$ cat src/rtl/seq_divider.sv
// Sequential 8-bit restoring divider: a SHIFT/SUB pair per quotient bit, result held in DONE until Run drops.
// Define SIGNED_DIV_EN for two's-complement operands (adds the FIX state and sign bits).
module seq_divider (
  input  logic       Clk,
  input  logic       Reset,
  input  logic       Run,
  input  logic       Load,
  input  logic [7:0] S,
  output logic [7:0] Quot,
  output logic [7:0] Rem,
  output logic       Done,
  output logic       Busy,
  output logic       DivByZero
);

  // state | meaning
  // IDLE  | waiting for Run; Load writes the divisor
  // SHIFT | shift {A,Q} left one bit
  // SUB   | trial subtract; keep the difference only if non-negative
  // FIX   | apply quotient/remainder signs (signed build only)
  // DONE  | result held until Run is released
`ifdef SIGNED_DIV_EN
  typedef enum logic [2:0] {S_IDLE, S_SHIFT, S_SUB, S_FIX, S_DONE} state_t;
`else
  typedef enum logic [2:0] {S_IDLE, S_SHIFT, S_SUB, S_DONE} state_t;
`endif

  state_t     state_q, state_d;
  logic [7:0] d_q, d_d;
  logic [8:0] a_q, a_d;
  logic [7:0] q_q, q_d;
  logic [2:0] cnt_q, cnt_d;
  logic       dbz_q, dbz_d;
  logic [7:0] d_mag, s_mag;
  logic [8:0] diff;
`ifdef SIGNED_DIV_EN
  logic       sq_q, sq_d, sr_q, sr_d;

  // |-128| comes out as 8'h80, which is exactly 128 read as unsigned
  assign d_mag = d_q[7] ? -d_q : d_q;
  assign s_mag = S[7] ? -S : S;
`else
  assign d_mag = d_q;
  assign s_mag = S;
`endif
  assign diff = a_q - {1'b0, d_mag};

  always_ff @(posedge Clk or posedge Reset) begin
    if (Reset) begin
      state_q <= S_IDLE;
      d_q     <= '0;
      a_q     <= '0;
      q_q     <= '0;
      cnt_q   <= '0;
      dbz_q   <= 1'b0;
`ifdef SIGNED_DIV_EN
      sq_q    <= 1'b0;
      sr_q    <= 1'b0;
`endif
    end else begin
      state_q <= state_d;
      d_q     <= d_d;
      a_q     <= a_d;
      q_q     <= q_d;
      cnt_q   <= cnt_d;
      dbz_q   <= dbz_d;
`ifdef SIGNED_DIV_EN
      sq_q    <= sq_d;
      sr_q    <= sr_d;
`endif
    end
  end

  always_comb begin
    state_d = state_q;
    d_d     = d_q;
    a_d     = a_q;
    q_d     = q_q;
    cnt_d   = cnt_q;
    dbz_d   = dbz_q;
`ifdef SIGNED_DIV_EN
    sq_d    = sq_q;
    sr_d    = sr_q;
`endif
    case (state_q)
      S_IDLE: begin
        if (Run) begin
          if (d_q == 8'd0) begin
            q_d     = 8'hFF;
            a_d     = {1'b0, S};
            dbz_d   = 1'b1;
            state_d = S_DONE;
          end else begin
            q_d     = s_mag;
            a_d     = '0;
            cnt_d   = '0;
            dbz_d   = 1'b0;
`ifdef SIGNED_DIV_EN
            sq_d    = S[7] ^ d_q[7];
            sr_d    = S[7];
`endif
            state_d = S_SHIFT;
          end
        end else if (Load) begin
          d_d = S;
        end
      end
      S_SHIFT: begin
        {a_d, q_d} = {a_q, q_q} << 1;
        state_d    = S_SUB;
      end
      S_SUB: begin
        if (!diff[8]) begin
          a_d    = diff;
          q_d[0] = 1'b1;
        end
        cnt_d = cnt_q + 3'd1;
        if (cnt_q == 3'd7) begin
`ifdef SIGNED_DIV_EN
          state_d = S_FIX;
`else
          state_d = S_DONE;
`endif
        end else begin
          state_d = S_SHIFT;
        end
      end
`ifdef SIGNED_DIV_EN
      S_FIX: begin
        q_d     = sq_q ? -q_q : q_q;
        a_d     = {1'b0, (sr_q ? -a_q[7:0] : a_q[7:0])};
        state_d = S_DONE;
      end
`endif
      S_DONE: begin
        if (!Run) state_d = S_IDLE;
      end
      default: state_d = S_IDLE;
    endcase
  end

  assign Quot      = q_q;
  assign Rem       = a_q[7:0];
  assign Done      = (state_q == S_DONE);
`ifdef SIGNED_DIV_EN
  assign Busy      = (state_q == S_SHIFT) || (state_q == S_SUB) || (state_q == S_FIX);
`else
  assign Busy      = (state_q == S_SHIFT) || (state_q == S_SUB);
`endif
  assign DivByZero = dbz_q;

endmodule
$ cat config.mk
export PLATFORM = sky130hd
export DESIGN_NAME = seq_divider
export DESIGN_NICKNAME = d
export VERILOG_FILES = /design/src/rtl/seq_divider.sv
export SDC_FILE = /design/constraint.sdc
export NUM_CORES = 1
export LEC_CHECK = 0
export BUFFER_PORTS_ARGS = -buffer_cell sky130_fd_sc_hd__buf_4
export CORE_ASPECT_RATIO = 0.6
export CORE_MARGIN = 2
export CORE_UTILIZATION = 58
export DETAILED_ROUTE_END_ITERATION = 6
export GPL_TIMING_DRIVEN = 0
export PLACE_DENSITY = 0.8
export SETUP_SLACK_MARGIN = 0.2
export SYNTH_ARGS = -nofsm -noshare
export SYNTH_HDL_FRONTEND = slang
export SYNTH_SLANG_ARGS = --single-unit
export TNS_END_PERCENT = 50
$ cat constraint.sdc
create_clock -name Clk -period 4.76 [get_ports Clk]
set_clock_uncertainty 0.2 [all_clocks]
set_input_delay 0.952 -clock Clk [delete_from_list [all_inputs] [get_ports Clk]]
set_output_delay 0.952 -clock Clk [all_outputs]
set_load 0.02 [all_outputs]
==> results_dict.tcl <==
set metrics [dict create \
    max_slew_margin_pct 59.0 \
    clock-sinks 31 \
    cts_buffer_depth 2 \
    layout_min_cycle_time_ps 2900 \
    num_rows 16 \
    syn_inst 232 \
    nNetsFinal 297 \
    hold_buffers 0 \
    syn_area_um2 2050 \
    async_reset_ff_share_pct 100 \
    power_density_nw_per_um2 852 \
    ioPinCount 31 \
    grt_pass1_wl_um 8160 \
    drc_errors 0 \
    fmax_mhz 345 \
    synth_ff_type "dfrtp_1" \
    place_hpwl_um 3590 \
    status "completed" \
    dieArea_um2 4040 \
    hold_path_class "reg2reg" \
    drv_slew 0 \
    fin_crit_sh_pct 60.9 \
    crit_path_max_fanout 8 \
    fin_hold_ws_ps 314 \
    overflow 0 \
    first_iter_violations 178 \
    gp_congestion 0.913 \
    yosys.area_share.simple_pct 15.3 \
    synth_seq_area_share_pct 37.9 \
    grt_start_max_net_pins 32 \
    path_class "reg2reg" \
    post_route_cells_drive_above_1_share_pct 25.5 \
    wire_per_inst_um 15.8 \
    grt_pass1_vias 1622 \
    ys_top_cells_by_area "dfrtp_1 38%, ha_1 8.5%, mux2_2 7.7%, a21oi_1 6.3%, nand2_1 5.7%" \
    worst-path-buf-inv 1 \
    cts_tree "done" \
    clock-root-buffer "clkbuf_8" \
    vias 1789 \
    synthMuxAreaShare_pct 8.85 \
    path_cells "inv_1, ha_1, fa_1, nand2b_1, a21oi_1, a221oi_2, mux2i_2, mux2_2" \
    drv_cap 0 \
    ys_ff_latch 31 \
    yosysUniqueCellTypes 38 \
    worstPathRequired_ps 4730 \
    routed_wl_um 4980 \
    vias_per_cell 5.66 \
    core_region_area_um2 3320 \
    synth_top_family_by_area "compound AO/OA/AOI/OAI gates" \
    synth_warnings 0 \
    synth_compound_area_share_pct 19.5 \
    synth.net_count 259 \
    crit_path_top_delay_cell "mux2i_2" \
    initial_core_util_pct 61.7 \
    area_growth_pct 21.6 \
    cts-resized-gates 0 \
    cpLargestDelayFamily "multiplexers" \
    setup_viol 0 \
    yosys.area.top_type "dfrtp_1" \
    worst_ep_arrival_time_ps 2870 \
    cts_setup_buffers 0 \
    ir_worst_vdd_v 0.000409 \
    clkTransAtPathRegs_ps 70 \
    synthXorXnorAreaFrac_pct 0.855 \
    syn_avg_cell_area_um2 8.83 \
    cp-end-kind "flop" \
    finish.instance_area_um2 2490 \
    track_usage_pct 27.1 \
    synthAdderAreaFrac_pct 9.52 \
    cts_buffers 5 \
    cts_max_level 2 \
    io_buffers 30 \
    dr.pass1.iters 5 \
    clk_latency_ps 290 \
    cp_slowest_stage_delay_ps 510 \
    hold_violations 0 \
    antenna_found_initial 0 \
    ant_nets 0 \
    synth_top_area_share_pct 37.9 \
    fin_setup_tns_ps 0 \
    leakagePower_uw 0.00119 \
    antenna_cells 0 \
    worstMarginPinSlew_ps 611 \
    start_kind "flop" \
    die_width_um 80.7 \
    rsz0062_at_grt "no" \
    synth_edf_count 0 \
    die_h_um 50.0 \
    dpl-instance-area_um2 2330 \
]
[area by class of cell]
class,instances,area (um2)
multi-input combinational,168,1110
fill,259,832
sequential,31,776
timing repair buffer,31,253
buffer,17,105
clock buffer,6,72.6
clock inverter,2,60.1
inverter,16,60.1
tap,45,56.3
[worst min-delay path, stage by stage (launching register included)]
cell and delay [ps]:
dfrtp_1 370, nand2_1 50, o21ai_0 60
[routing by layer]
metal,up-vias,GRT usage [%],routed length (um)
met5,-,0,0
met4,0,7.06,40
met3,5,5.49,376
met2,84,36.5,2090
met1,825,43.4,2480
li1,875,-,-
[power breakdown]
part / switching [uW] / leakage, uW / internal (uW)
sequential: 101 / 0.000390 / 387
combinational: 752 / 0.000735 / 568
clock: 104 / 0.0000654 / 209
[cells in the mapped netlist, drive strengths merged (2+ instances only)]
cell type,number
ha,14
nor2b,4
mux2i,2
nand2b,4
a21o,2
a22o,2
xnor2,2
inv,16
o21ai,20
nor2,23
clkbuf,7
a21oi,26
a221oi,5
nand2,31
buf,10
mux2,14
o31ai,4
or4,2
dfrtp,31
[placed cells by master, fill, tap and decap left out, types with 2 or more instances in the layout]
cell type,Yosys,final
buf_4,9,39
dfrtp_1,31,31
nand2_1,31,31
a21oi_1,26,26
nor2_1,22,22
o21ai_0,16,16
inv_1,16,15
mux2_2,14,14
ha_1,14,14
clkbuf_1,7,8
clkbuf_8,0,5
nor2b_1,4,4
nand2b_1,4,4
a221oi_1,4,4
o21ai_1,4,4
a21o_1,2,2
or4_1,2,2
xnor2_1,2,2
o31ai_2,2,2
o31ai_1,2,2
a22o_1,2,2
bufinv_16,0,2
[path summary, 6_finish.rpt]
| path | start | endpoint | slack [ps] | cells past startpoint |
|---|---|---|---|---|
| max | a_q[0] | Quot[0] | 1860 | 8 |
| min | a_q[8] | a_q[8] | 310 | 2 |
| max reg2reg | a_q[0] | Quot[0] | 1860 | 8 |
| min reg2reg | a_q[8] | a_q[8] | 310 | 2 |
| max in group asynchronous | Reset | Quot[7] | 3450 | 3 |
| min in group asynchronous | Reset | DivByZero | 460 | 2 |
[through the flow]
step / total power [uW] / setup WS (ps) / util, % / cells
5_1_grt: 2280 / 1710 / 75.0 / 316
3_5_place_dp: 1780 / 1910 / 70.1 / 307
3_3_place_gp: 1750 / 1910 / 70.1 / 307
2_1_floorplan: 1440 / 2240 / - / 232
4_1_cts: 2100 / 1890 / 74.1 / 315
6_report: 2120 / 1860 / 75.0 / 316
[registers in the layout, indices dropped and copies added, names as in the netlist]
register,flops
a_q,9
Quot,8
d_mag,8
cnt_q,3
state_q,2
DivByZero,1
[cells by family (layout without fill, tap and decap cells)]
| logic type | after synthesis | after routing |
|---|---|---|
| muxes | 16 | 16 |
| and+or+nand+nor | 70 | 70 |
| xor gates and xnor gates | 2 | 2 |
| buffers and inverters | 33 | 72 |
| DFF | 31 | 31 |
| adders and majority gates | 15 | 15 |
| AOI/OAI and AO/OA | 65 | 65 |
Power figures use the tool's default switching activity.
